## src/rtl/pipeline_ctrl_if.sv

```systemverilog
// ---------------------------------------------------------------------------
// pipeline_ctrl_if
//   Bundle of every signal exchanged between the five-stage datapath and its
//   pipeline controller.
//
//   Hazard inputs (datapath -> controller):
//     idex_memRead, idex_rd       load in EX and its destination register
//     ifid_rs1, ifid_rs2          source registers of the instruction in ID
//   MEM-stage inputs (datapath -> controller, all from EX/MEM):
//     exmem_branch                00 none, 01 beq, 10 bne, 11 jump
//     exmem_zeroFlag              ALU zero result for the branch compare
//     exmem_memAccess             memWrite | memtoReg of the MEM instruction
//     exmem_halt                  halt instruction has reached MEM
//     dmem_ready                  data-memory access completes this cycle
//   Controls (controller -> datapath):
//     pc_write .. exmem_write     pipeline register load enables
//     ifid_flush .. memwb_flush   load a bubble (zeros) into the register
//     pc_sel                      PC loads the branch target
//     halted                      sticky halt status
//     stall_count                 saturating count of memory-wait cycles
//
//   master: datapath side.  slave: controller side.
// ---------------------------------------------------------------------------
interface pipeline_ctrl_if;

    // hazard detection
    logic        idex_memRead;
    logic [4:0]  idex_rd;
    logic [4:0]  ifid_rs1;
    logic [4:0]  ifid_rs2;

    // MEM stage
    logic [1:0]  exmem_branch;
    logic        exmem_zeroFlag;
    logic        exmem_memAccess;
    logic        exmem_halt;
    logic        dmem_ready;

    // register enables
    logic        pc_write;
    logic        ifid_write;
    logic        idex_write;
    logic        exmem_write;

    // bubble inserts
    logic        ifid_flush;
    logic        idex_flush;
    logic        exmem_flush;
    logic        memwb_flush;

    // PC steering and status
    logic        pc_sel;
    logic        halted;
    logic [15:0] stall_count;

    modport master (
        output idex_memRead, idex_rd, ifid_rs1, ifid_rs2,
        output exmem_branch, exmem_zeroFlag, exmem_memAccess, exmem_halt,
        output dmem_ready,
        input  pc_write, ifid_write, idex_write, exmem_write,
        input  ifid_flush, idex_flush, exmem_flush, memwb_flush,
        input  pc_sel, halted, stall_count
    );

    modport slave (
        input  idex_memRead, idex_rd, ifid_rs1, ifid_rs2,
        input  exmem_branch, exmem_zeroFlag, exmem_memAccess, exmem_halt,
        input  dmem_ready,
        output pc_write, ifid_write, idex_write, exmem_write,
        output ifid_flush, idex_flush, exmem_flush, memwb_flush,
        output pc_sel, halted, stall_count
    );

endinterface

```

## src/rtl/pipeline_ctrl.sv

```systemverilog
// ---------------------------------------------------------------------------
// pipeline_ctrl
//   Central stall / flush controller for a five-stage in-order pipeline.
//   Resolves, in priority order, halt, data-memory wait, taken branch and
//   load-use hazards into register enables, bubble inserts and PC steering.
//
//   Ports:
//     clock     rising-edge clock
//     reset_n   asynchronous, active-low reset
//     bus       pipeline_ctrl_if.slave (hazard / MEM inputs, control outputs)
//
//   States:
//     RUN       normal issue; evaluates all hazards each cycle
//     MEM_WAIT  data memory busy; whole pipe frozen, MEM/WB bubbled
//     DRAIN     halt in flight; front end frozen while it reaches WB
//     HALTED    everything frozen until reset
//
//   The state is registered; every output is combinational from state and
//   inputs, then forced low while reset_n is low so nothing loads during reset.
// ---------------------------------------------------------------------------
module pipeline_ctrl (
    input  logic           clock,
    input  logic           reset_n,
    pipeline_ctrl_if.slave bus
);

    localparam logic [1:0] S_RUN      = 2'd0;
    localparam logic [1:0] S_MEM_WAIT = 2'd1;
    localparam logic [1:0] S_DRAIN    = 2'd2;
    localparam logic [1:0] S_HALTED   = 2'd3;

    localparam logic [15:0] CNT_MAX = 16'hFFFF;

    logic [1:0]  state;
    logic [1:0]  state_nxt;
    logic [1:0]  drain_cnt;
    logic [1:0]  drain_cnt_nxt;
    logic [15:0] stall_cnt;

    // ---------------------------------------------------------------------
    // Hazard decode
    // ---------------------------------------------------------------------
    logic branch_taken;
    logic load_use;
    logic mem_busy;

    assign branch_taken = ((bus.exmem_branch == 2'b01) &  bus.exmem_zeroFlag) |
                          ((bus.exmem_branch == 2'b10) & ~bus.exmem_zeroFlag) |
                           (bus.exmem_branch == 2'b11);

    assign load_use = bus.idex_memRead & (bus.idex_rd != 5'd0) &
                      ((bus.idex_rd == bus.ifid_rs1) | (bus.idex_rd == bus.ifid_rs2));

    assign mem_busy = bus.exmem_memAccess & ~bus.dmem_ready;

    // ---------------------------------------------------------------------
    // Next state and raw (pre-reset-gating) controls
    // ---------------------------------------------------------------------
    logic pc_write_c, ifid_write_c, idex_write_c, exmem_write_c;
    logic ifid_flush_c, idex_flush_c, exmem_flush_c, memwb_flush_c;
    logic pc_sel_c, halted_c;

    always_comb begin
        state_nxt     = state;
        drain_cnt_nxt = drain_cnt;

        pc_write_c    = 1'b1;
        ifid_write_c  = 1'b1;
        idex_write_c  = 1'b1;
        exmem_write_c = 1'b1;
        ifid_flush_c  = 1'b0;
        idex_flush_c  = 1'b0;
        exmem_flush_c = 1'b0;
        memwb_flush_c = 1'b0;
        pc_sel_c      = 1'b0;
        halted_c      = 1'b0;

        case (state)
            S_RUN, S_MEM_WAIT: begin
                if ((state == S_MEM_WAIT) && !bus.dmem_ready) begin
                    // Still waiting: hold every register, keep WB fed with bubbles.
                    pc_write_c    = 1'b0;
                    ifid_write_c  = 1'b0;
                    idex_write_c  = 1'b0;
                    exmem_write_c = 1'b0;
                    memwb_flush_c = 1'b1;
                end else begin
                    // The completing cycle of a wait behaves exactly like RUN,
                    // so the held EX/MEM branch/halt is acted on now.
                    state_nxt = S_RUN;
                    if (bus.exmem_halt) begin
                        pc_write_c    = 1'b0;
                        ifid_write_c  = 1'b0;
                        idex_flush_c  = 1'b1;
                        exmem_flush_c = 1'b1;
                        state_nxt     = S_DRAIN;
                        drain_cnt_nxt = 2'd1;
                    end else if (mem_busy) begin
                        pc_write_c    = 1'b0;
                        ifid_write_c  = 1'b0;
                        idex_write_c  = 1'b0;
                        exmem_write_c = 1'b0;
                        memwb_flush_c = 1'b1;
                        state_nxt     = S_MEM_WAIT;
                    end else if (branch_taken) begin
                        // Squash the three younger instructions; a load-use
                        // stall on a wrong-path instruction is irrelevant.
                        pc_sel_c      = 1'b1;
                        ifid_flush_c  = 1'b1;
                        idex_flush_c  = 1'b1;
                        exmem_flush_c = 1'b1;
                    end else if (load_use) begin
                        // One-cycle bubble: the load leaves EX next cycle, so
                        // the condition clears by itself.
                        pc_write_c    = 1'b0;
                        ifid_write_c  = 1'b0;
                        idex_flush_c  = 1'b1;
                    end
                end
            end

            S_DRAIN: begin
                pc_write_c    = 1'b0;
                ifid_write_c  = 1'b0;
                idex_flush_c  = 1'b1;
                exmem_flush_c = 1'b1;
                // Loaded with 1: one cycle for the halt to reach WB, one more
                // for it to retire, then stop.
                if (drain_cnt == 2'd0) begin
                    state_nxt = S_HALTED;
                end else begin
                    drain_cnt_nxt = drain_cnt - 2'd1;
                end
            end

            default: begin  // S_HALTED
                pc_write_c    = 1'b0;
                ifid_write_c  = 1'b0;
                idex_write_c  = 1'b0;
                exmem_write_c = 1'b0;
                halted_c      = 1'b1;
            end
        endcase
    end

    // ---------------------------------------------------------------------
    // State registers
    // ---------------------------------------------------------------------
    always_ff @(posedge clock or negedge reset_n) begin
        if (!reset_n) begin
            state     <= S_RUN;
            drain_cnt <= 2'd0;
        end else begin
            state     <= state_nxt;
            drain_cnt <= drain_cnt_nxt;
        end
    end

    // Counts every cycle spent in MEM_WAIT, including the completing one.
    always_ff @(posedge clock or negedge reset_n) begin
        if (!reset_n) begin
            stall_cnt <= 16'd0;
        end else if ((state == S_MEM_WAIT) && (stall_cnt != CNT_MAX)) begin
            stall_cnt <= stall_cnt + 16'd1;
        end
    end

    // ---------------------------------------------------------------------
    // Outputs: nothing loads, flushes or redirects while reset is held.
    // ---------------------------------------------------------------------
    assign bus.pc_write    = pc_write_c    & reset_n;
    assign bus.ifid_write  = ifid_write_c  & reset_n;
    assign bus.idex_write  = idex_write_c  & reset_n;
    assign bus.exmem_write = exmem_write_c & reset_n;
    assign bus.ifid_flush  = ifid_flush_c  & reset_n;
    assign bus.idex_flush  = idex_flush_c  & reset_n;
    assign bus.exmem_flush = exmem_flush_c & reset_n;
    assign bus.memwb_flush = memwb_flush_c & reset_n;
    assign bus.pc_sel      = pc_sel_c      & reset_n;
    assign bus.halted      = halted_c      & reset_n;
    assign bus.stall_count = stall_cnt;

endmodule

```

## src/flat_wrapper.sv

```systemverilog
// flat-port wrapper written by rule: the top's interface ports become plain ports
module pipeline_ctrl_flat 
  (clock, reset_n, bus_idex_memRead, bus_idex_rd, bus_ifid_rs1, bus_ifid_rs2, bus_exmem_branch, bus_exmem_zeroFlag, bus_exmem_memAccess, bus_exmem_halt, bus_dmem_ready, bus_pc_write, bus_ifid_write, bus_idex_write, bus_exmem_write, bus_ifid_flush, bus_idex_flush, bus_exmem_flush, bus_memwb_flush, bus_pc_sel, bus_halted, bus_stall_count);
  pipeline_ctrl_if bus_i ();
  input  logic clock;
  input  logic reset_n;
  input wire logic [$bits(bus_i.idex_memRead)-1:0] bus_idex_memRead;
  input wire logic [$bits(bus_i.idex_rd)-1:0] bus_idex_rd;
  input wire logic [$bits(bus_i.ifid_rs1)-1:0] bus_ifid_rs1;
  input wire logic [$bits(bus_i.ifid_rs2)-1:0] bus_ifid_rs2;
  input wire logic [$bits(bus_i.exmem_branch)-1:0] bus_exmem_branch;
  input wire logic [$bits(bus_i.exmem_zeroFlag)-1:0] bus_exmem_zeroFlag;
  input wire logic [$bits(bus_i.exmem_memAccess)-1:0] bus_exmem_memAccess;
  input wire logic [$bits(bus_i.exmem_halt)-1:0] bus_exmem_halt;
  input wire logic [$bits(bus_i.dmem_ready)-1:0] bus_dmem_ready;
  output wire logic [$bits(bus_i.pc_write)-1:0] bus_pc_write;
  output wire logic [$bits(bus_i.ifid_write)-1:0] bus_ifid_write;
  output wire logic [$bits(bus_i.idex_write)-1:0] bus_idex_write;
  output wire logic [$bits(bus_i.exmem_write)-1:0] bus_exmem_write;
  output wire logic [$bits(bus_i.ifid_flush)-1:0] bus_ifid_flush;
  output wire logic [$bits(bus_i.idex_flush)-1:0] bus_idex_flush;
  output wire logic [$bits(bus_i.exmem_flush)-1:0] bus_exmem_flush;
  output wire logic [$bits(bus_i.memwb_flush)-1:0] bus_memwb_flush;
  output wire logic [$bits(bus_i.pc_sel)-1:0] bus_pc_sel;
  output wire logic [$bits(bus_i.halted)-1:0] bus_halted;
  output wire logic [$bits(bus_i.stall_count)-1:0] bus_stall_count;
  assign bus_i.idex_memRead = bus_idex_memRead;
  assign bus_i.idex_rd = bus_idex_rd;
  assign bus_i.ifid_rs1 = bus_ifid_rs1;
  assign bus_i.ifid_rs2 = bus_ifid_rs2;
  assign bus_i.exmem_branch = bus_exmem_branch;
  assign bus_i.exmem_zeroFlag = bus_exmem_zeroFlag;
  assign bus_i.exmem_memAccess = bus_exmem_memAccess;
  assign bus_i.exmem_halt = bus_exmem_halt;
  assign bus_i.dmem_ready = bus_dmem_ready;
  assign bus_pc_write = bus_i.pc_write;
  assign bus_ifid_write = bus_i.ifid_write;
  assign bus_idex_write = bus_i.idex_write;
  assign bus_exmem_write = bus_i.exmem_write;
  assign bus_ifid_flush = bus_i.ifid_flush;
  assign bus_idex_flush = bus_i.idex_flush;
  assign bus_exmem_flush = bus_i.exmem_flush;
  assign bus_memwb_flush = bus_i.memwb_flush;
  assign bus_pc_sel = bus_i.pc_sel;
  assign bus_halted = bus_i.halted;
  assign bus_stall_count = bus_i.stall_count;
  pipeline_ctrl u_core (.clock(clock), .reset_n(reset_n), .bus(bus_i));
endmodule
```

## config.mk

```make
export PLATFORM = sky130hd
export DESIGN_NAME = pipeline_ctrl_flat
export DESIGN_NICKNAME = d
export VERILOG_FILES = /design/src/rtl/pipeline_ctrl_if.sv /design/src/rtl/pipeline_ctrl.sv /design/src/flat_wrapper.sv
export SDC_FILE = /design/constraint.sdc
export NUM_CORES = 1
export LEC_CHECK = 0
export ABC_AREA = 1
export ABC_CLOCK_PERIOD_IN_PS = 2100
export BUFFER_PORTS_ARGS = -buffer_cell sky130_fd_sc_hd__buf_2
export CORE_AREA = 8 8 64 66
export CTS_BUF_LIST = sky130_fd_sc_hd__clkbuf_8 sky130_fd_sc_hd__clkbuf_16
export CTS_CLUSTER_DIAMETER = 150
export DETAILED_ROUTE_END_ITERATION = 6
export DIE_AREA = 0 0 72 74
export HOLD_SLACK_MARGIN = 0.12
export PLACE_DENSITY_LB_ADDON = 0.08
export SLEW_MARGIN = 20
export SYNTH_ARGS = -nofsm -noshare
export SYNTH_HDL_FRONTEND = slang
export SYNTH_SLANG_ARGS = --single-unit
```

## constraint.sdc

```tcl
create_clock -name clock -period 2.1 [get_ports clock]
set_input_delay 0 -clock clock [delete_from_list [all_inputs] [get_ports clock]]
set_output_delay 0 -clock clock [all_outputs]
set_load 0.02 [all_outputs]
```

* Yosys cells after proc, flatten, opt, wreduce, memory -nomap -nowiden
Cells that the tools add are included.
** Storage, ports and cells
- Logic and storage cells :: 83
- Input port bits :: 24
- Bits in registers :: 20
- Output and inout bits :: 26
** Cells by class
- $add $sub $neg :: 2
- Bitwise gates (word level) :: 17
- Reduce and logical (&&, ||, !) cells :: 11
- Multiplexer cells :: 38
- Equal/unequal tests :: 12
** Operators with widths (number)
- $mux 1 :: 27
- $add 16x1->16 const B :: 1
- $ne 16x16->1 const B :: 1
- $and 1x1->1 :: 12
- $mux 2 :: 6
- $eq 5x5->1 :: 2
- $pmux 2 s2 :: 2
- $eq 2x2->1 const B :: 3
- $ne 2x2->1 const B :: 3
- $pmux 1 s2 :: 3
- $reduce_bool 5->1 :: 1
- $eq 2x1->1 const B :: 2
- $logic_not 2->1 :: 2
- $reduce_and 4->1 :: 1
- $or 1x1->1 :: 3
- $reduce_and 3->1 :: 1
- $reduce_or 3->1 :: 1
- $logic_and 1x1->1 :: 2
- $ne 2x1->1 const B :: 1
- $not 1->1 :: 2
- $reduce_bool 2->1 :: 1
- $reduce_or 2->1 :: 1
- $sub 2x1->2 const B :: 1
- $logic_not 1->1 :: 1

* Logic depth before layout (Yosys ltp)
Gate-level depths: netlist of run 1.
- Depth after elaboration :: 10
- Mapped depth :: 10
- Depth with buffers taken out :: 9

* Least setup slack after synthesis of run 1
OpenSTA, ideal clock, no wires.
- Path kind :: reg2reg
- Start point :: reg u_core.stall_cnt[1] (netlist: u_core.bus.stall_count[1])
- End point :: reg u_core.stall_cnt[13] (netlist: u_core.bus.stall_count[13])
- Setup slack :: 0.460 ns
- Path buffers :: 1
- Period minus slack after synthesis :: 1.640 ns
- Required time :: 1.983 ns
- Setup time :: 0.117 ns
- Cell stages (with the launch flop) :: 10
- Data arrival time :: 1.523 ns
- Path through :: dfrtp_1 -> ha_1 -> nand2_1 -> nor2_2 -> nand2_2 -> o21ai_2 -> inv_1 -> buf_2 -> nand2_1 -> nand2_1
** On the way
- Word-level cells in the longest chain between the ends :: 2
- Elaborated cells between the ends (all ways) :: 3
- Classes of those cells :: add/sub (1); eq/ne (1); reduce/logical (1)
** RTL lines
- start, declared :: RTL line pipeline_ctrl.sv:38 : logic [15:0] stall_cnt;
- start signal, assigned :: RTL line pipeline_ctrl.sv:164 : stall_cnt <= stall_cnt + 16'd1;
- parallel branches: the longest is 2 deep, another holds $add 16x1->16
Several ways; the timed one is not identified.
A chain may end at the register's enable or synchronous reset.

* Worst setup path after layout of run 1
- Start point :: reg u_core.stall_cnt[0] (netlist: u_core.bus.stall_count[0])
- End point :: reg u_core.stall_cnt[9] (netlist: u_core.bus.stall_count[9])
The elaborated chain is that of the path after synthesis.

==> reports/summary.md, run 1 <==
The worst setup path is captured at a flop. After clock tree synthesis, the clock-pin slew on the worst setup and hold paths is 0.07 ns. For the worst setup path, the data arrival time is 1.77 ns. The floorplan step defined a die boundary enclosing 0.00533 mm^2. The synthesized design contains 20 register bits. Power spent charging and discharging nets: 162 uW.

In this run the worst setup path begins at u_core.bus.stall_count[0]. The cell at the root of the clock tree is clkbuf_8. Counting the fill cells in the layout gives 334.

The half-perimeter wire length after placement was 2810 um. The cell that appears most often on the critical path is nand2_1. After routing, the total negative slack on setup checks comes to 0 ns. The net count of the finished layout is 312. The tightest min-delay check is of the input pin to flop type.

In this run the vertical extent of the chip is 74 um. Met3 usage: 3.50%. After detailed routing, the average wire length per cell comes to 10.1 um.

Synthesis produced a netlist with a net count of 259. The final setup violation count was 0; the leakage dissipation was 0.00110 uW. The run gives 0 as the post-CTS setup buffer count. For the number of sinks handled by clock tree synthesis, the log shows 20. Registers take 500 um^2. After synthesis, the cell types taking the most area are dfrtp_1 33%, nand2_1 24%, inv_1 9.8%.

The maximum level of the CTS H-tree was 1; the peak supply drop was 0.000334 V. The number of vias per cell was 4.47. Dividing the final minimum period by the clock period gives 77.3%.

Across every metal layer, demand over resource in global routing totals 13.0%. The final-report max-slew violation count came out at 0. The floorplan step set the die width to 72 um. For the number of ports placed on the die boundary, the log shows 50. The first detailed-routing pass ran for 4 iterations. The pin count of the biggest net entering global routing came out at 13. The synthesized area per cell is 6.43 um^2.

The area fraction of the dominant cell type after synthesis was 33.4%. Once the clock tree was built, the resizer swapped 0 gates to a different size. The critical path launch point type was a flop. Combinational logic is responsible for 10.3% of the overall power. Global routing consumed, on the met2 layer, 22.4% of the routing resources.

Reported max-cap violation count: 0. Synthesis produced 233 cells. The number of buffers added on ports is 49, and the site row count is 21.

TritonCTS built the clock tree. Of the cells placed in the final design, the portion with a size suffix greater than 1 is 21.1%. The Yosys step of the flow raised 0 warnings. Prior to clock tree synthesis, the placed netlist has a worst setup slack of 0.463 ns. For this configuration, the core starts out at a cell density of 47.1%.

The run gives 0 as the number of design rule violations left after detail routing. Setup repair after global routing left no endpoint under its margin. The number of CTS-inserted buffers came out at 3.

The most used routing layer in global routing is met2. The routed wire length is 3360 um, and the switching share of power is 21.6%. No sink is reached through more buffers than the 2 on the longest clock path. The flow ran to the end, and the final reports show no timing, DRC or antenna violations. The maximum single-stage delay on the critical path works out to 0.40 ns. For this run, the register share of the synthesized area comes to 33.4%. The maximum fanout along the worst path came out at 12. The first global-routing pass estimated 5720 um of wire. The antenna diode instance count is 0.

In this run the standard cell core region covers 0.00318 mm^2. The area growth from synthesis to layout is 22.8%. The count of routing violations after the opening detailed-route iteration was 61; the hold violation count in the final report was 0. STA puts the critical path data required time at 2.25 ns.

Routability-driven placement finished with a final weighted congestion of 0.786. For the worst slew margin relative to its limit, the log shows 69.1%. For the cell area after technology mapping, the log shows 0.00150 mm^2.

Once detail routing completed, the nets flagged for antenna violations numbered 0. Summed over all instances, the cell type with the most area after synthesis is dfrtp_1. The ratio of total power to cell area is 406 mW/mm^2, and the initial antenna violation count is 0.

For the worst-skew pair, the clock arrives at the later sink with an insertion delay of 0.25 ns. The worst clock skew on the final layout was 0.00307 ns; the non-filler instance count after layout was 331. The internal power of the cells totals 586 uW.

The final global-route overflow total is 0. The clock network accounts for 38.2% of the total power. The setup path with the least slack is of type flop to flop. The slowest stage of the critical path belongs to the cell dfrtp_1.

The number of different library cells used by synthesis comes to 24. The worst register-to-register path begins at u_core.bus.stall_count[0]. The clock period could shrink to 1.62 ns. The worst hold path begins at bus_dmem_ready. Area occupied by multi-input gates: 793 um^2. Per report_power, the sequential group accounts for 51.5% of the total.

The maximum clock frequency is 616 MHz, and the actual slew at the worst max-slew pin is 0.460 ns. The signal on the critical path passes through ha_1 -> nand2_1 -> nor2_2 -> nand2_2 -> o21ai_2 -> inv_1 -> nand2_1 -> nand2_1. The detailed router placed 1479 vias in this run.

Counting tap cells, the placed design contains a total of 325 instances. The setup slack after layout is 0.476 ns, and the met1 layer usage reported by global route is 15.2%. The number of global-route vias before repair is 1388.
[cells in the mapped netlist (all sizes together)]
library cell / n
nor3: 6
nand2: 96
nor2: 22
a21oi: 1
ha: 2
o21ai: 9
mux2i: 1
xnor2: 5
o21bai: 1
a31oi: 2
dfrtp: 20
xor2: 10
buf: 6
nand4: 3
nor4: 1
inv: 39
nand3: 9
[power by group through the flow]
stage / registers, uW / clock network (uW) / logic (uW)
after global placement: 392 / 0 / 74.6
after global routing: 385 / 309 / 88.8
after CTS: 385 / 299 / 79.0
final: 385 / 285 / 77.3
after floorplan: 393 / 0 / 33.9
after detailed placement: 392 / 0 / 75.7
[state kept, by name, indices dropped and copies added, names as in the netlist]
register                count
u_core.bus.stall_count     16
u_core.drain_cnt            2
u_core.state                2
[metal layers]
metal	share of wire, %	vias to the layer above
li1	-	806
met1	45	629
met2	45	39
met3	8.2	5
met4	1.4	0
met5	0	-
[path summary, 6_finish.rpt]
kind                                             end  slack, ns  depth (start not counted)
setup reg to reg           u_core.bus.stall_count[9]       0.48                          8
setup / recovery           u_core.bus.stall_count[9]       0.48                          8
max in group asynchronous  u_core.bus.stall_count[8]       1.53                          3
hold reg to reg                  u_core.drain_cnt[1]       0.50                          2
hold / removal                       u_core.state[0]       0.13                          4
min in group asynchronous  u_core.bus.stall_count[5]       0.14                          2
[cells in the final DEF (no fill, tap or decap)]
cell type      synthesis  layout
nor3_2                 1       1
mux2i_1                1       1
nor3_1                 5       5
nand2_2                1       1
a21oi_1                1       1
nand3_1                9       9
buf_2                  1      49
xnor2_1                5       5
dfrtp_1               20      20
nand4_1                3       3
a31oi_1                2       2
dlygate4sd3_1          0       2
buf_4                  3       3
nor4_1                 1       1
o21ai_2                1       1
o21bai_1               1       1
nand2_1               95      95
inv_1                 39      39
nor2_2                 1       1
ha_1                   2       2
xor2_1                10      10
nor2_1                21      21
o21ai_0                8       8
clkbuf_8               0       4
[per-stage QoR]
stage / util, % / hold WS, ns / instance area [um^2] / total power [uW]
global route: 57.9 / 0.152 / 1840 / 783
finish: 57.9 / 0.127 / 1840 / 748
global placement: 55.5 / -0.114 / 1770 / 467
detailed placement: 55.5 / -0.111 / 1770 / 468
CTS: 57.9 / 0.130 / 1840 / 762
floorplan: - / -0.296 / 1500 / 426
[area by class of cell]
type / instances / area share, %
clock buffers: 4 / 2.99
inverters: 39 / 7.95
multi-input cells: 168 / 43.1
flip-flops and latches: 20 / 27.2
well taps: 46 / 3.13
repair buffers: 54 / 15.6
[timing repair]
item | in CTS | in global routing
hold buffers | 2 | 0
hold endpoints to repair | 21 | 0
setup endpoints to repair | 0 | 0
[worst max-delay path, delay by kind of cell (launching register included)]
family          cells  cell delay [ns]
fa+ha+maj           1             0.20
flops               1             0.40
compound gates      1             0.18
simple gates        5             0.54
buf+inv             1             0.20
[kinds of logic (layout without fill, tap and decap cells)]
group                      after synthesis  in the layout  synth area share, %
AOI/OAI and AO/OA                       13             13                 4.92
xor gates and xnor gates                15             15                 8.76
adders and majority gates                2              2                 1.67
buffers and inverters                   45             97                 13.7
DFF                                     20             20                 33.4
muxes                                    1              1                0.668
and+or+nand+nor                        137            137                 36.9
Note: power is estimated with default switching activity, not from simulation.
==> inputs of run 2 (changes only) <==
--- a/config.mk
+++ b/config.mk
@@ -6,13 +6,13 @@
 export NUM_CORES = 1
 export LEC_CHECK = 0
 export ABC_AREA = 1
-export ABC_CLOCK_PERIOD_IN_PS = 2100
+export ABC_CLOCK_PERIOD_IN_PS = 1320
 export BUFFER_PORTS_ARGS = -buffer_cell sky130_fd_sc_hd__buf_2
-export CORE_AREA = 8 8 64 66
+export CORE_AREA = 8 8 67 69
 export CTS_BUF_LIST = sky130_fd_sc_hd__clkbuf_8 sky130_fd_sc_hd__clkbuf_16
 export CTS_CLUSTER_DIAMETER = 150
 export DETAILED_ROUTE_END_ITERATION = 6
-export DIE_AREA = 0 0 72 74
+export DIE_AREA = 0 0 75 77
 export HOLD_SLACK_MARGIN = 0.12
 export PLACE_DENSITY_LB_ADDON = 0.08
 export SLEW_MARGIN = 20
==> constraint.sdc (replaced) <==
create_clock -name clock -period 1.32 [get_ports clock]
set_input_delay 0 -clock clock [delete_from_list [all_inputs] [get_ports clock]]
set_output_delay 0 -clock clock [all_outputs]
set_load 0.02 [all_outputs]
==> reports/summary.md, run 2 (synthesis gave the netlist of run 1 again) <==
In this run the standard cell core region covers 0.00350 mm^2. The most common cell after layout, fill and taps aside was nand2_1. The setup slack after layout came out at -0.0890 ns.

The number of global-route vias before repair was 1522. Buffers placed on the I/O ports in this run total 49. The time the worst path needs with I/O delays and setup works out to 1.41 ns. The clock latency on the worst-skew pair is 0.26 ns, and the total cell area at the placement stage is 0.00197 mm^2. From left edge to right edge, the die measures 75 um. The first detailed-routing pass took 5 iterations. Number of vias per cell: 4.38. For the final instance area, the log shows 0.00225 mm^2.

The worst-case IR drop observed on VDD is 0.000649 V. For the maximum level of the CTS H-tree, the log shows 1. The worst setup path is of the flop to output port kind. The relative area change from synthesis to final layout works out to 49.9%. Setup repair after global routing could not meet its margin everywhere. The floorplan die area is 0.00578 mm^2. The half-perimeter wire length after placement came out at 3090 um.

The path class of the tightest hold or removal check is input pin to flop. Static timing analysis puts the maximum clock frequency at 710 MHz. Required time at the endpoint of the critical path: 1.32 ns. CTS saw 20 sinks.

The run gives 65.1% as the worst slew margin relative to its limit. Across all register-to-register paths, the minimum setup slack is -0.08 ns. The total power consumption of the routed design came out at 1210 uW.

The post-route netlist has 36.3% of its cells at a drive strength greater than 1. The die boundary height was 77 um; the count of routing violations after the opening detailed-route iteration was 41. In the layout the commonest cells are 90 x nand2_1, 44 x buf_4, 40 x buf_2, 35 x inv_1, 19 x nor2_1. Dividing total power by cell area gives a power density of 539 mW/mm^2. Setup violations remaining at the end of the flow were counted as 24.

At the pin with the least slew margin, the transition time is 0.522 ns. The non-filler instance count after layout is 370, and the data arrival time of the critical path is 1.41 ns. After routing, the total negative slack on setup checks comes to -1.31 ns.

The cell at the root of the clock tree was clkbuf_8. The final route contains 1620 vias. The number of design rule violations left after detail routing is 0, and the routed length per instance is 10.9 um.

At the end of the flow, the number of nets in the layout was 349. The worst clock skew on the final layout is 0.00438 ns, and the leakage dissipation is 0.00130 uW. The pin count of the biggest net entering global routing is 14. The initial antenna violation count was 0.

The worst setup path is captured at an output port. The tools report the hold violation count in the final report as 0. The run gives 350 as the number of placed instances with taps included. The reported max-cap violation count is 0, and the site row count is 22. The antenna diode instance count came out at 0.

STA classifies the critical path startpoint as a flop. Global routing consumed, over all layers together, 13.9% of the routing resources. The total of fill cells in the finished design was 329; the worst setup timing slack at the placement stage was -0.119 ns. The share of the cycle needed by the critical path after routing is 107%. The global placement routability congestion came out at 0.815.

TritonCTS built the clock tree. Final-report max-slew violation count: 0. The detail route stage leaves a number of antenna-violating nets equal to 0.

After global routing the overflow that remains totals 0. Clock tree synthesis inserted a total of 3 buffers. The register with the most flip-flops in the layout has 16 of them. The global-route wire length before repair was 6470 um; the starting density of the core was 42.9%. In this run the deepest clock path goes through 2 buffers. After clock tree synthesis, the clock-pin slew on the worst setup and hold paths is 0.07 ns.

The run finished, with violations left. 50 I/O pins were placed. The maximum fanout along the worst path came out at 4. The checks that failed: setup timing.

The routed wire length is 4030 um.
==> run 2: what timing repair did <==
item / CTS / global route
gates cloned: 1 / 0
gates resized for setup: 21 / 14
setup buffers: 6 / 6
hold endpoints to repair: 21 / 20
pin swaps: 3 / 3
setup endpoints to repair: 23 / 28
hold buffers: 3 / 1
==> run 2: per-stage QoR <==
step,utilization (%),hold WS [ns]
2_1_floorplan,-,-0.296
3_3_place_gp,56.3,-0.0242
3_5_place_dp,56.3,-0.0257
4_1_cts,61.7,0.135
5_1_grt,64.3,0.256
6_report,64.3,0.210
==> run 2: report_power, final <==
part / switching (uW) / total (uW) / internal (uW) / leakage, uW
registers: 0 / 612 / 612 / 0.000253
clock network: 200 / 466 / 265 / 0.0000288
logic: 74.6 / 134 / 59.8 / 0.00102
==> run 2: layout make-up <==
type                       count  area, um^2  area share, %
clock buffer                   4        55.1           2.45
timing repair buffer          91         606           26.9
tap                           48        60.1           2.67
inverter                      39         146           6.51
multi-input combinational    168         875           38.9
sequential                    20         505           22.5
==> run 2: final timing paths <==
check,startpoint,endpoint,depth (start not counted)
min in group asynchronous,reset_n,u_core.bus.stall_count[8],3
worst max register to register,u_core.bus.stall_count[1],u_core.bus.stall_count[13],8
worst min-delay path,bus_exmem_halt,u_core.state[1],5
worst min register to register,u_core.drain_cnt[1],u_core.drain_cnt[1],2
worst max-delay path,u_core.state[1],bus_pc_write,6
max in group asynchronous,reset_n,u_core.bus.stall_count[0],3
==> run 2: worst max-delay path, cell delays in order, from the launching register on <==
cell	delay, ns
dfrtp_2	0.43
inv_2	0.07
nand2_2	0.08
nor4_2	0.26
nand2_1	0.10
nand2_2	0.07
buf_4	0.14
==> run 2: layer usage <==
layer | vias up | global-route usage, % | part of all wire [%]
met5 | - | 0 | 0
met4 | 0 | 4.12 | 0.74
li1 | 881 | - | -
met1 | 704 | 18.1 | 47
met3 | 4 | 2.86 | 5.8
met2 | 31 | 22.1 | 47
==> inputs of run 3 (changes only) <==
--- a/config.mk
+++ b/config.mk
@@ -14,7 +14,8 @@
 export DETAILED_ROUTE_END_ITERATION = 6
 export DIE_AREA = 0 0 75 77
 export HOLD_SLACK_MARGIN = 0.12
-export PLACE_DENSITY_LB_ADDON = 0.08
+export MAX_ROUTING_LAYER = met4
+export PLACE_DENSITY = 0.79
 export SLEW_MARGIN = 20
 export SYNTH_ARGS = -nofsm -noshare
 export SYNTH_HDL_FRONTEND = slang
==> reports/summary.md, run 3 (synthesis gave the netlist of run 1 again) <==
Measured along the y axis, the die boundary spans 77 um. Row generation in the floorplan step produced 22 rows. The relative area change from synthesis to final layout is 47.0%. The worst clock skew on the final layout came out at 0.00136 ns. Max-cap violations in this run came to 0. For this configuration, the core starts out at a cell density of 42.9%.

The overall die width came out at 75 um. For the hold violation count in the final report, the log shows 0. The final reports fail on setup timing.

Setup repair after global routing could not meet its margin everywhere. The logs give -0.111 ns for the setup slack after layout and 65 for the count of routing violations after the opening detailed-route iteration. The initial antenna violation count is 0.

The ratio of total power to cell area was 527 mW/mm^2. The number of global-route vias before repair is 1649. The number of buffers added on ports was 49; the worst setup timing slack at the placement stage was -0.117 ns. The post-route netlist has 36.9% of its cells at a drive strength greater than 1.

The maximum level of the CTS H-tree came out at 1. STA puts the critical path data arrival time at 1.43 ns. The worst pin sits at a relative slew slack of 72.2%. Final net count: 339.

The length of routed wiring on met1 was 1840 um; the total power consumption of the routed design was 1160 uW. Entering global routing, the biggest net connects 21 pins. The worst setup path category was flop to output port.

Summed over all layers, the global routing overflow is 0. Pin placement for this block handled 50 I/O pins. Setup violations remaining at the end of the flow were counted as 25.

The logs give 0 for the antenna diode instance count and 4400 um for the routed wire length. The root buffer cell chosen for the clock tree is clkbuf_8. Maximum fanout along the worst path: 5. The half-perimeter wire length after placement was 3090 um. At the pin with the least slew margin, the transition time is 0.415 ns. Counting along the longest clock path gives a buffer depth of 2.

In this run the static leakage power is 0.00126 uW. Hold timing on the final database bottoms out at a slack of 0.210 ns. The final critical path takes up 108% of the cycle. Before antenna repair, the detailed router went through 4 iterations. For this design, the sink count on the clock tree is 20.

After detailed routing, the number of vias per cell comes to 4.71. Timing would allow up to 699 MHz. STA classifies the critical path startpoint as a flop. Core footprint: 0.00350 mm^2. The highest metal layer carrying signal wires in the routed design is met4. The amount of wire on met3 after detailed routing is 293 um, and the required time at the endpoint of the critical path is 1.32 ns. Global-route wire length before repair: 6870 um.

After layout, the minimum clock period comes to 1.43 ns. The clock-pin slew on the worst setup and hold paths is 0.08 ns. The kind of end point of the critical path was an output port.

The clock latency on the worst-skew pair is 0.26 ns, and the routed length per instance is 12.2 um. Detailed routing inserted a total of 1694 vias. The number of placed instances with taps included came out at 347. Once detail routing completed, the nets flagged for antenna violations numbered 0. The class of the tightest hold or removal check is input pin to flop. The run gives 360 as the non-filler instance count after layout. TritonCTS built the clock tree. Clock tree synthesis inserted a total of 3 buffers. In the routed design, unresolved DRC markers number 0.

The tools report the total global-route track usage as 14.9%. The logs give 321 for the total of fill cells in the finished design and 0.883 for the global placement routability congestion. The flow ran to the end, but the final reports show violations. Summed over all nets, wire length on met2 after detailed routing comes to 2210 um.

The register with the most flip-flops in the layout has 16 of them. The final-report max-slew violation count came out at 0. Most common cell after layout, fill and taps aside: nand2_1. In the layout the commonest cells are 87 x nand2_1, 39 x buf_2, 35 x inv_1, 33 x buf_4, 18 x nor2_1. IR analysis of the VDD net gives a maximum drop of 0.000408 V. The die covers 0.00578 mm^2.
-- run 3: cell types whose count changed in the layout (fill, tap and decap cells not counted), moves of 2 or more --
| cell | change |
|---|---|
| nor3_2 | +2 |
| buf_6 | +3 |
| nand2_2 | +2 |
| buf_4 | -11 |
| nor3_1 | -3 |
| nand2_1 | -3 |
-- run 3: layer usage --
layer  global-route usage (%)  up-vias
met4                     4.31        0
met2                     24.7       55
li1                         -      861
met5                        -        -
met3                     3.38        7
met1                     17.1      771
-- run 3: layout make-up --
| cell class | instances | area (um^2) | area share (%) |
|---|---|---|---|
| inverters | 39 | 149 | 6.76 |
| multi-input cells | 168 | 901 | 40.9 |
| clock buffers | 3 | 41.3 | 1.87 |
| repair buffers | 81 | 542 | 24.6 |
| well taps | 48 | 60.1 | 2.73 |
| clock inverters | 1 | 3.75 | 0.170 |
| flip-flops and latches | 20 | 507 | 23.0 |
-- run 3: worst paths after layout --
path | start | to | slack [ns] | cells after the start
worst max-delay path | u_core.state[1] | bus_exmem_write | -0.11 | 4
worst min-delay path | bus_dmem_ready | u_core.state[0] | 0.21 | 4
worst max register to register | u_core.bus.stall_count[1] | u_core.bus.stall_count[0] | -0.09 | 7
worst min register to register | u_core.drain_cnt[0] | u_core.drain_cnt[0] | 0.51 | 1
max in group asynchronous | reset_n | u_core.bus.stall_count[12] | 0.80 | 3
min in group asynchronous | reset_n | u_core.bus.stall_count[11] | 0.28 | 3
-- run 3: what timing repair did --
action / 4_1_cts / 5_1_grt
gates cloned: 1 / 0
gates resized for setup: 34 / 17
buffers inserted: 4 / 2
endpoints found under the hold margin: 21 / 0
hold buffers: 2 / 0
pin swaps: 8 / 4
endpoints found under the setup margin: 25 / 26
-- run 3: worst max-delay path, stage by stage, from the launching register on --
cell     delay [ns]
dfrtp_2        0.46
o21ai_1        0.17
nand2_1        0.12
a31oi_1        0.23
buf_4          0.19
-- run 3: report_power, final --
group	switching, uW	total, uW	internal [uW]
Combinational	74.5	131	56.6
Clock	211	418	207
Sequential	0	612	612
Total	285	1160	876
-- run 3: stage by stage --
step	utilization, %	TNS, ns	instance area, um^2
after detailed placement	55.7	-1.25	1950
after global placement	55.7	-0.718	1950
after global routing	63.0	-3.89	2200
after CTS	61.1	-1.37	2140
final	63.0	-2.05	2200
after floorplan	-	-1.95	1530
